File: config.mk
export PLATFORM = sky130hd
export DESIGN_NAME = temp_stats_reader
export DESIGN_NICKNAME = d
export VERILOG_FILES = /design/src/rtl/temp_pkg.sv /design/src/rtl/seq_divider.sv /design/src/rtl/temp_stats_reader.sv
export SDC_FILE = /design/constraint.sdc
export NUM_CORES = 1
export LEC_CHECK = 0
export CORE_ASPECT_RATIO = 1.4
export CORE_MARGIN = 5
export CORE_UTILIZATION = 50
export CTS_BUF_LIST = sky130_fd_sc_hd__clkbuf_16
export CTS_CLUSTER_DIAMETER = 100
export DETAILED_ROUTE_END_ITERATION = 10
export GPL_ROUTABILITY_DRIVEN = 1
export PLACE_DENSITY = 0.68
export SYNTH_ARGS = -nofsm -noshare
export SYNTH_HDL_FRONTEND = slang
export SYNTH_SLANG_ARGS = --single-unit
File: constraint.sdc
create_clock -name clk -period 3.6 [get_ports clk]
set_input_delay 0.36 -clock clk [delete_from_list [all_inputs] [get_ports clk]]
set_output_delay 0.36 -clock clk [all_outputs]
set_load 0.01 [all_outputs]
File: src/rtl/temp_pkg.sv
// Shared constants and FSM encoding for the temperature history
// reader and the writer-side controller.
package temp_pkg;

  localparam int DEPTH  = 10;
  localparam int DATA_W = 8;
  localparam int ADDR_W = 4;
  localparam int SUM_W  = 12;

  localparam logic [2:0] S_IDLE   = 3'd0;
  localparam logic [2:0] S_READ   = 3'd1;
  localparam logic [2:0] S_DRAIN  = 3'd2;
  localparam logic [2:0] S_DIVIDE = 3'd3;
  localparam logic [2:0] S_DONE   = 3'd4;

endpackage

File: src/rtl/seq_divider.sv
// Restoring shift-subtract divider, one quotient bit per cycle.
// The first bit is produced on the start edge itself.
module seq_divider #(
  parameter int DVD_W = 12,
  parameter int DVS_W = 4
) (
  input  logic             clk,
  input  logic             rst,
  input  logic             start_i,
  input  logic [DVD_W-1:0] dividend_i,
  input  logic [DVS_W-1:0] divisor_i,
  output logic             done_o,
  output logic [DVD_W-1:0] quot_o
);

  logic [DVS_W-1:0] rem_q, rem_d;
  logic [DVD_W-1:0] quot_q, quot_d;
  logic [3:0]       cnt_q;
  logic             run_q;
  logic             done_q;

  logic [DVS_W-1:0] src_r;
  logic [DVD_W-1:0] src_q;
  logic [DVS_W:0]   sh;
  logic [DVS_W:0]   dvs;
  logic [DVS_W:0]   diff;

  // One restoring step on either fresh operands or the running state
  always_comb begin
    src_r  = start_i ? '0 : rem_q;
    src_q  = start_i ? dividend_i : quot_q;
    sh     = {src_r, src_q[DVD_W-1]};
    dvs    = {1'b0, divisor_i};
    diff   = sh - dvs;
    rem_d  = sh[DVS_W-1:0];
    quot_d = {src_q[DVD_W-2:0], 1'b0};
    if (sh >= dvs) begin
      rem_d  = diff[DVS_W-1:0];
      quot_d = {src_q[DVD_W-2:0], 1'b1};
    end
  end

  // Iteration counter; done pulses the cycle the last bit is in place
  always_ff @(posedge clk) begin
    if (rst) begin
      rem_q  <= '0;
      quot_q <= '0;
      cnt_q  <= '0;
      run_q  <= 1'b0;
      done_q <= 1'b0;
    end else begin
      done_q <= 1'b0;
      if (start_i) begin
        rem_q  <= rem_d;
        quot_q <= quot_d;
        cnt_q  <= 4'(DVD_W - 1);
        run_q  <= 1'b1;
      end else if (run_q) begin
        rem_q  <= rem_d;
        quot_q <= quot_d;
        cnt_q  <= cnt_q - 4'd1;
        if (cnt_q == 4'd1) begin
          run_q  <= 1'b0;
          done_q <= 1'b1;
        end
      end
    end
  end

  assign done_o = done_q;
  assign quot_o = quot_q;

endmodule

File: src/rtl/temp_stats_reader.sv
// Sweeps the temperature history BRAM and reports average,
// maximum and minimum of the valid slots.
module temp_stats_reader #(
  parameter int DEPTH  = temp_pkg::DEPTH,
  parameter int DATA_W = temp_pkg::DATA_W,
  parameter int ADDR_W = temp_pkg::ADDR_W
) (
  input  logic              clk,
  input  logic              rst,
  input  logic              start,
  input  logic [ADDR_W-1:0] entry_count,
  output logic              rd_en,
  output logic [ADDR_W-1:0] rd_addr,
  input  logic [DATA_W-1:0] rd_data,
  output logic              busy,
  output logic              done,
  output logic              stats_valid,
  output logic [DATA_W-1:0] avg_temp,
  output logic [DATA_W-1:0] max_temp,
  output logic [DATA_W-1:0] min_temp
);

  import temp_pkg::*;

  logic [2:0]        state_q, state_d;
  logic [ADDR_W-1:0] n_q, addr_q, n_clamp;
  logic              vld_q;
  logic [SUM_W-1:0]  sum_q, sum_nx, sum_fin;
  logic [DATA_W-1:0] max_q, min_q;
  logic [DATA_W-1:0] avg_o_q, max_o_q, min_o_q, avg_nx;
  logic              sv_q;
  logic              div_start, div_done;
  logic [SUM_W-1:0]  quot;
  logic              go;

  assign n_clamp = (entry_count > ADDR_W'(DEPTH)) ? ADDR_W'(DEPTH)
                                                  : entry_count;
  assign go      = (state_q == S_IDLE) && start;
  assign sum_nx  = sum_q + SUM_W'(rd_data);
  assign sum_fin = vld_q ? sum_nx : sum_q;
  assign div_start = (state_q == S_DRAIN);
  assign avg_nx  = (|quot[SUM_W-1:DATA_W]) ? '1 : quot[DATA_W-1:0];

  seq_divider #(
    .DVD_W(SUM_W),
    .DVS_W(ADDR_W)
  ) u_div (
    .clk       (clk),
    .rst       (rst),
    .start_i   (div_start),
    .dividend_i(sum_fin),
    .divisor_i (n_q),
    .done_o    (div_done),
    .quot_o    (quot)
  );

  // Sweep sequencing
  always_comb begin
    state_d = state_q;
    unique case (state_q)
      S_IDLE:   if (start) state_d = (n_clamp == '0) ? S_DONE : S_READ;
      S_READ:   if (addr_q == n_q - 1'b1) state_d = S_DRAIN;
      S_DRAIN:  state_d = S_DIVIDE;
      S_DIVIDE: if (div_done) state_d = S_DONE;
      S_DONE:   state_d = S_IDLE;
      default:  state_d = S_IDLE;
    endcase
  end

  // State, address, accumulators and result registers
  always_ff @(posedge clk) begin
    if (rst) begin
      state_q <= S_IDLE;
      n_q     <= '0;
      addr_q  <= '0;
      vld_q   <= 1'b0;
      sum_q   <= '0;
      max_q   <= '0;
      min_q   <= '0;
      avg_o_q <= '0;
      max_o_q <= '0;
      min_o_q <= '0;
      sv_q    <= 1'b0;
    end else begin
      state_q <= state_d;
      vld_q   <= (state_q == S_READ);
      if (go) begin
        n_q    <= n_clamp;
        addr_q <= '0;
        sum_q  <= '0;
        max_q  <= '0;
        min_q  <= '1;
        if (n_clamp == '0) begin
          avg_o_q <= '0;
          max_o_q <= '0;
          min_o_q <= '0;
          sv_q    <= 1'b0;
        end
      end else if (vld_q) begin
        sum_q <= sum_nx;
        if (rd_data > max_q) max_q <= rd_data;
        if (rd_data < min_q) min_q <= rd_data;
      end
      if (state_q == S_READ) begin
        addr_q <= (state_d == S_READ) ? addr_q + 1'b1 : '0;
      end
      if ((state_q == S_DIVIDE) && div_done) begin
        avg_o_q <= avg_nx;
        max_o_q <= max_q;
        min_o_q <= min_q;
        sv_q    <= 1'b1;
      end
    end
  end

  assign rd_en       = (state_q == S_READ);
  assign rd_addr     = addr_q;
  assign busy        = (state_q != S_IDLE);
  assign done        = (state_q == S_DONE);
  assign stats_valid = sv_q;
  assign avg_temp    = avg_o_q;
  assign max_temp    = max_o_q;
  assign min_temp    = min_o_q;

endmodule

==> metrics.txt, run 1 <==
most common cell in the synthesized netlist sky130_fd_sc_hd__dfxtp_1; number of buffers inserted by port buffering 46; n_diodes 0; Worst Reg-to-Reg Cells 14; origin of the critical flop-to-flop path sum_q[1]$_SDFF_PP0_; worst voltage drop across the vdd grid 0.253 mV; number of setup buffers added after CTS 0; kind of capture point of the worst setup path flop; initial antenna violation count 0; utilization after layout between 60% and 70%; Hold Buf Count CTS 0; Reg-to-Reg End u_div.rem_q[0]$_SDFFE_PP0P_; CTS tree done; cell breakdown of the critical path clkdlybuf4s50_1 > ha_1 > a211o_1 > a21o_1 > nor3b_1 > o21ai_0 > xor2_1 > o21a_1 > ha_1 > a41oi_1 > nand2_1 > a21o_1 > buf_4 > a32oi_1 > o41ai_1; number of warnings printed during yosys synthesis 0; floorplan die area 11000 sq um; area used by sequential logic in the layout about 1700 sq um; number of endpoints with negative hold slack in the final report 0; Worst Setup Slack post-DPL -0.121 ns; die span in x roughly 90 um; power density normalized to cell area approximately 400 nW/um^2; Crit-path slowest cell sky130_fd_sc_hd__clkdlybuf4s50_1; Critical Path AT roughly 3.6 ns; cell type contributing the most total cell area after synthesis sky130_fd_sc_hd__dfxtp_1; number of top-level pins 47; worst hold slack just under 0.5 ns; Leak about 2 nW; pin count of the biggest net entering global routing a little over 40; Worst Skew 0.00757 ns; Area contributors post-synth sky130_fd_sc_hd__dfxtp_1, sky130_fd_sc_hd__ha_1, sky130_fd_sc_hd__a21oi_1; Root Driver sky130_fd_sc_hd__clkbuf_16; Placement Rows 41; GPL Wtd Cong 0.891; Slew Limit Fails 0; clock sink total between 80 and 90; type of the worst setup path in2reg; latest clock arrival within the worst-skew pair approximately 0.34 ns; async set-reset flop share out of synthesis 0%; Hold Crit Class reg2reg; area overhead of the layout relative to synthesis 20.8%; Via Count 3861; setup_tns 0 ns; clock input transition at the sequential cells of the worst setup and hold paths ~0.060 ns; Max FO, Critical Path 3; total CTS buffers 9; First-pass DRT Iterations 4; total wire length between 10000 and 15000 um; Initial Util 50.4%; final setup margin 0.175 ns; Avg WL per Cell 16.0 um; DRC violations left 0; total congestion overflow after global routing 0; post-layout minimum cycle time roughly 3.4 ns; count of cells resized by post-cts repair 0; final net count roughly 620; DRC marker count from the first detailed-route iteration around 190; number of buffers and inverters on the critical path 2; unrepaired setup endpoints after global routing false; max incr delay on CP around 0.44 ns; post-synth cell types 54; number of setup violations in the final report 0; category of cells accounting for the largest share of critical-path delay compound AO/OA/AOI/OAI gates; number of buffers on the longest clock path 2; Register-to-Register Setup Slack around 0.35 ns; top cell types by occurrence after synthesis sky130_fd_sc_hd__dfxtp_1, sky130_fd_sc_hd__nor2_1, sky130_fd_sc_hd__a21oi_1; status finished clean; number of vias per cell after detailed routing approximately 5.7; vias in the first global route 3877; fraction of final layout cells with drive strength greater than 1 10.2%; Max transition margin between 30% and 40%; number of enable-type register cells in the synthesized netlist 0; fill count roughly 820; number of max-capacitance violations reported 0; Worst Hold Launch sum_q[6]$_SDFF_PP0_; total area of multi-input combinational cells between 2000 and 3000 sq um; CP Launch Type primary input; Synth Area per Inst just under 9 sq um; Hold Crit Depth 2; required time reported for the critical path endpoint ~3.8 ns; maximum operating frequency just under 300 MHz; overall global routing resource usage between 20% and 30%; Post-Syn Nets roughly 560; Die H 122 um; cell area after technology mapping ~4500 sq um; wire length of the first global-routing pass approximately 18000 um; hold path endpoint sum_q[6]$_SDFF_PP0_; post-route ant nets 0; H-tree levels 3; DPL Wire Length between 8000 and 9000 um; Least-Margin Pin Slew 0.974 ns; area inside the core boundary ~8900 sq um; top cell type's share of synthesized area 38.7%; top_reg_cell synth sky130_fd_sc_hd__dfxtp_1; sequential share of the synthesized area between 30% and 40%; Syn Inst Count roughly 500; final clock period utilization by the worst path 95.1%; Synth Register Bits 87
==> metal layers <==
layer  up-vias  GRT usage [%]  part of all wire [%]
li1       1952              -                     -
met3        19           3.80                   3.2
met5         -              0                     0
met2        86           38.4                    52
met4         0           9.12                   2.4
met1      1804           22.7                    42
==> placed cells by master (no fill, tap or decap), types with 3 or more instances in the layout <==
| master | count |
|---|---|
| sky130_fd_sc_hd__a21o_1 | 5 |
| sky130_fd_sc_hd__o21a_1 | 9 |
| sky130_fd_sc_hd__nand3_1 | 18 |
| sky130_fd_sc_hd__ha_1 | 31 |
| sky130_fd_sc_hd__nor4b_1 | 4 |
| sky130_fd_sc_hd__a22oi_2 | 9 |
| sky130_fd_sc_hd__inv_1 | 32 |
| sky130_fd_sc_hd__xor2_1 | 9 |
| sky130_fd_sc_hd__a21oi_1 | 46 |
| sky130_fd_sc_hd__nor3b_1 | 3 |
| sky130_fd_sc_hd__nand4_1 | 3 |
| sky130_fd_sc_hd__clkdlybuf4s50_1 | 45 |
| sky130_fd_sc_hd__xnor2_1 | 9 |
| sky130_fd_sc_hd__a22oi_1 | 9 |
| sky130_fd_sc_hd__a211oi_1 | 28 |
| sky130_fd_sc_hd__nor2b_1 | 14 |
| sky130_fd_sc_hd__and2_1 | 5 |
| sky130_fd_sc_hd__dfxtp_1 | 87 |
| sky130_fd_sc_hd__nor2_1 | 56 |
| sky130_fd_sc_hd__o21ai_0 | 21 |
| sky130_fd_sc_hd__nor4_1 | 3 |
| sky130_fd_sc_hd__nand2_1 | 25 |
| sky130_fd_sc_hd__buf_4 | 24 |
| sky130_fd_sc_hd__nor3_1 | 17 |
| sky130_fd_sc_hd__mux2i_1 | 12 |
| sky130_fd_sc_hd__clkbuf_16 | 9 |
==> final cells by class <==
type / instances / area share [%]
multi-input combinational: 371 / 46.1
sequential: 87 / 32.0
timing repair buffer: 70 / 11.7
clock buffer: 9 / 4.14
tap: 107 / 2.46
inverter: 32 / 2.21
clock inverter: 7 / 1.34
==> registers in the layout, summed over array words and instances (netlist names) <==
register	cells
stats_valid	1
max_q	8
rd_addr	4
min_q	8
u_div.cnt_q	4
u_div.quot_o	12
max_temp	8
u_div.rem_q	4
n_q	4
min_temp	8
state_q	3
u_div.run_q	1
u_div.done_o	1
avg_temp	8
sum_q	12
vld_q	1
==> tightest hold or removal path: stages (launching register included) <==
cell,delay [ns]
sky130_fd_sc_hd__dfxtp_1,0.33
sky130_fd_sc_hd__nand2_1,0.07
sky130_fd_sc_hd__a21oi_1,0.05
==> report_power, final <==
group          leakage, nW  switching [mW]  internal, mW
logic                 1.19           0.148         0.123
registers            0.705          0.0237         0.986
clock network        0.147           0.395         0.539
total                 2.04           0.567          1.65
==> per-stage QoR <==
stage | area, sq um | power (mW) | instances
6_report | 5440 | 2.21 | 683
2_1_floorplan | 4500 | 1.20 | 515
5_1_grt | 5440 | 2.32 | 683
3_3_place_gp | 5140 | 1.29 | 667
4_1_cts | 5440 | 2.23 | 683
3_5_place_dp | 5140 | 1.30 | 667
==> logic make-up after synthesis <==
kind of cell | Yosys count | synth area share [%]
adders and majority gates | 33 | 9.51
muxes | 14 | 3.17
and+or+nand+nor | 161 | 17.7
DFF | 87 | 38.7
buffers and inverters | 57 | 5.56
xor gates and xnor gates | 18 | 3.51
AOI/OAI and AO/OA | 145 | 21.8
==> how the worst max path moves through the flow <==
stage	start	end	slack, ns	cells after the start
floorplan	rd_data[1]	u_div.rem_q[1]$_SDFFE_PP0P_	0.53	14
global placement	rd_data[1]	u_div.rem_q[1]$_SDFFE_PP0P_	-0.05	14
detailed placement	rd_data[1]	u_div.rem_q[1]$_SDFFE_PP0P_	-0.12	14
CTS	rd_data[1]	u_div.rem_q[1]$_SDFFE_PP0P_	0.21	14
global route	rd_data[1]	u_div.rem_q[1]$_SDFFE_PP0P_	0.006	15
finish	rd_data[1]	u_div.rem_q[0]$_SDFFE_PP0P_	0.18	15
Note: power is estimated with default switching activity, not from simulation.
==> run 2, diff against run 1 <==
--- a/config.mk
+++ b/config.mk
@@ -13,6 +13,7 @@
 export DETAILED_ROUTE_END_ITERATION = 10
 export GPL_ROUTABILITY_DRIVEN = 1
 export PLACE_DENSITY = 0.68
+export SLEW_MARGIN = 20
 export SYNTH_ARGS = -nofsm -noshare
 export SYNTH_HDL_FRONTEND = slang
 export SYNTH_SLANG_ARGS = --single-unit
==> constraint.sdc (replaced) <==
create_clock -name clk -period 3.6 [get_ports clk]
set_input_delay 0.72 -clock clk [delete_from_list [all_inputs] [get_ports clk]]
set_output_delay 0.72 -clock clk [all_outputs]
set_load 0.01 [all_outputs]
==> metrics.txt, run 2 (synthesis results as in run 1) <==
clock input transition at the sequential cells of the worst setup and hold paths about 0.06 ns; Area after DPL 5170 sq um; final design area excluding fillers ~5600 sq um; Root Driver sky130_fd_sc_hd__clkbuf_16; pin count of the biggest net entering global routing 38; floorplan die area around 11000 sq um; top library cells by usage in the layout, fill and taps aside sky130_fd_sc_hd__dfxtp_1, sky130_fd_sc_hd__nor2_1, sky130_fd_sc_hd__a21oi_1; number of endpoints with negative hold slack in the final report 0; Via Count ~4000; Slew Limit Fails 0; Hold Buf Count CTS 0; Max FO, Critical Path 2; final setup margin around 0.14 ns; final clock period utilization by the worst path between 90 and 100%; area overhead of the layout relative to synthesis 25.5%; DRC marker count from the first detailed-route iteration about 200; CP Launch Type primary input; Overall Power approximately 2.3 mW; die span in x 90.2 um; type of the worst setup path in2reg; status finished clean; most common cell after layout, fill and taps aside sky130_fd_sc_hd__dfxtp_1; placed cells around 670; maximum operating frequency between 200 and 300 MHz; number of setup violations in the final report 0; Hold Crit Class reg2reg; final net count 634; n_diodes 0; DRC violations left 0; unrepaired setup endpoints after global routing false; First-pass DRT Iterations 4; Worst Skew 0.00766 ns; wire length of the first global-routing pass 18300 um; Least-Margin Pin Slew a little under 1 ns; Leak between 2 and 2.5 nW; post-route ant nets 0; Avg WL per Cell about 16 um; Placement Rows 41; area inside the core boundary roughly 8900 sq um; GPL Wtd Cong 0.843; number of max-capacitance violations reported 0; clock sink total 87; total wire length 11000 um; vias in the first global route just under 4000; total CTS buffers 9; fraction of final layout cells with drive strength greater than 1 between 10 and 15%; number of buffers on the longest clock path 2; total congestion overflow after global routing 0; post-route non-filler standard cell count about 700; DPL Wire Length approximately 8100 um; number of buffers inserted by port buffering 46; Die H 122 um; kind of capture point of the worst setup path flop; required time reported for the critical path endpoint 3.81 ns; overall global routing resource usage 20.4%; CTS tree done; initial antenna violation count 0; Worst Setup Slack post-DPL -0.563 ns; latest clock arrival within the worst-skew pair 0.34 ns; Initial Util between 50 and 60%; Critical Path AT about 3.7 ns; H-tree levels 3; setup_tns 0 ns; worst voltage drop across the vdd grid approximately 0.33 mV; number of vias per cell after detailed routing roughly 5.6; Max transition margin 33.9%; number of top-level pins 47; post-layout minimum cycle time ~3.5 ns; power density normalized to cell area between 400 and 500 nW/um^2
run 2: cell count changes in the layout (fill, tap and decap cells not counted), sizes merged:
cell           change
buf               +15
clkdlybuf4s50      -3
clkinv             -2
dlymetal6s2s       +2
bufinv             +1
dlygate4sd2        +1
inv                +1
run 2: path summary, 6_finish.rpt:
kind	start	slack [ns]	end	depth (start not counted)
setup / recovery	rd_data[3]	0.14	u_div.rem_q[3]$_SDFFE_PP0P_	19
hold / removal	u_div.quot_o[0]$_SDFFE_PP0P_	0.49	u_div.quot_o[0]$_SDFFE_PP0P_	2
setup reg to reg	sum_q[1]$_SDFF_PP0_	0.47	u_div.rem_q[2]$_SDFFE_PP0P_	15
hold reg to reg	u_div.quot_o[0]$_SDFFE_PP0P_	0.49	u_div.quot_o[0]$_SDFFE_PP0P_	2
run 2: final cells by class:
| class | count | area (sq um) |
|---|---|---|
| clock buffer | 9 | 225 |
| clock inverter | 7 | 88.8 |
| fill | 782 | 3280 |
| inverter | 32 | 120 |
| multi-input combinational | 371 | 2580 |
| sequential | 87 | 1740 |
| tap | 107 | 134 |
| timing repair buffer | 85 | 752 |
run 2: routing by layer:
layer | GRT usage (%) | up-vias | routed length [um]
li1 | - | 1976 | -
met2 | 36.6 | 80 | 5720
met1 | 22.7 | 1812 | 4470
met3 | 5.33 | 22 | 458
met5 | 0 | - | 0
met4 | 9.31 | 0 | 359
run 2: worst max-delay path, stage by stage:
cell	delay (ns)
sky130_fd_sc_hd__clkdlybuf4s50_1	0.47
sky130_fd_sc_hd__ha_4	0.30
sky130_fd_sc_hd__o21a_1	0.13
sky130_fd_sc_hd__a21o_1	0.15
sky130_fd_sc_hd__nor3b_4	0.22
sky130_fd_sc_hd__o21ai_2	0.09
sky130_fd_sc_hd__xor2_2	0.15
sky130_fd_sc_hd__o21a_1	0.17
sky130_fd_sc_hd__ha_2	0.18
sky130_fd_sc_hd__nor2b_2	0.13
sky130_fd_sc_hd__o31ai_2	0.08
sky130_fd_sc_hd__buf_4	0.14
sky130_fd_sc_hd__buf_4	0.12
sky130_fd_sc_hd__buf_4	0.12
sky130_fd_sc_hd__buf_4	0.12
sky130_fd_sc_hd__buf_4	0.12
sky130_fd_sc_hd__buf_4	0.12
sky130_fd_sc_hd__nand3_1	0.08
sky130_fd_sc_hd__a21oi_1	0.07
run 2: stage by stage:
step,util (%),hold WS (ns)
after floorplan,-,0.446
after global placement,58.0,0.474
after detailed placement,58.0,0.477
after CTS,62.5,0.488
after global routing,63.2,0.521
final,63.2,0.489
run 2: report_power, final:
group | switching [mW] | leakage (nW) | internal, mW
Combinational | 0.159 | 1.29 | 0.147
Clock | 0.378 | 0.158 | 0.604
Sequential | 0.0248 | 0.705 | 0.986
run 2: timing repair:
| item | 4_1_cts | 5_1_grt |
|---|---|---|
| setup buffers | 9 | 1 |
| hold endpoints to repair | 0 | 0 |
| pin swaps | 9 | 9 |
| setup endpoints to repair | 3 | 5 |
| cloned | 0 | 0 |
| gates resized for setup | 7 | 11 |
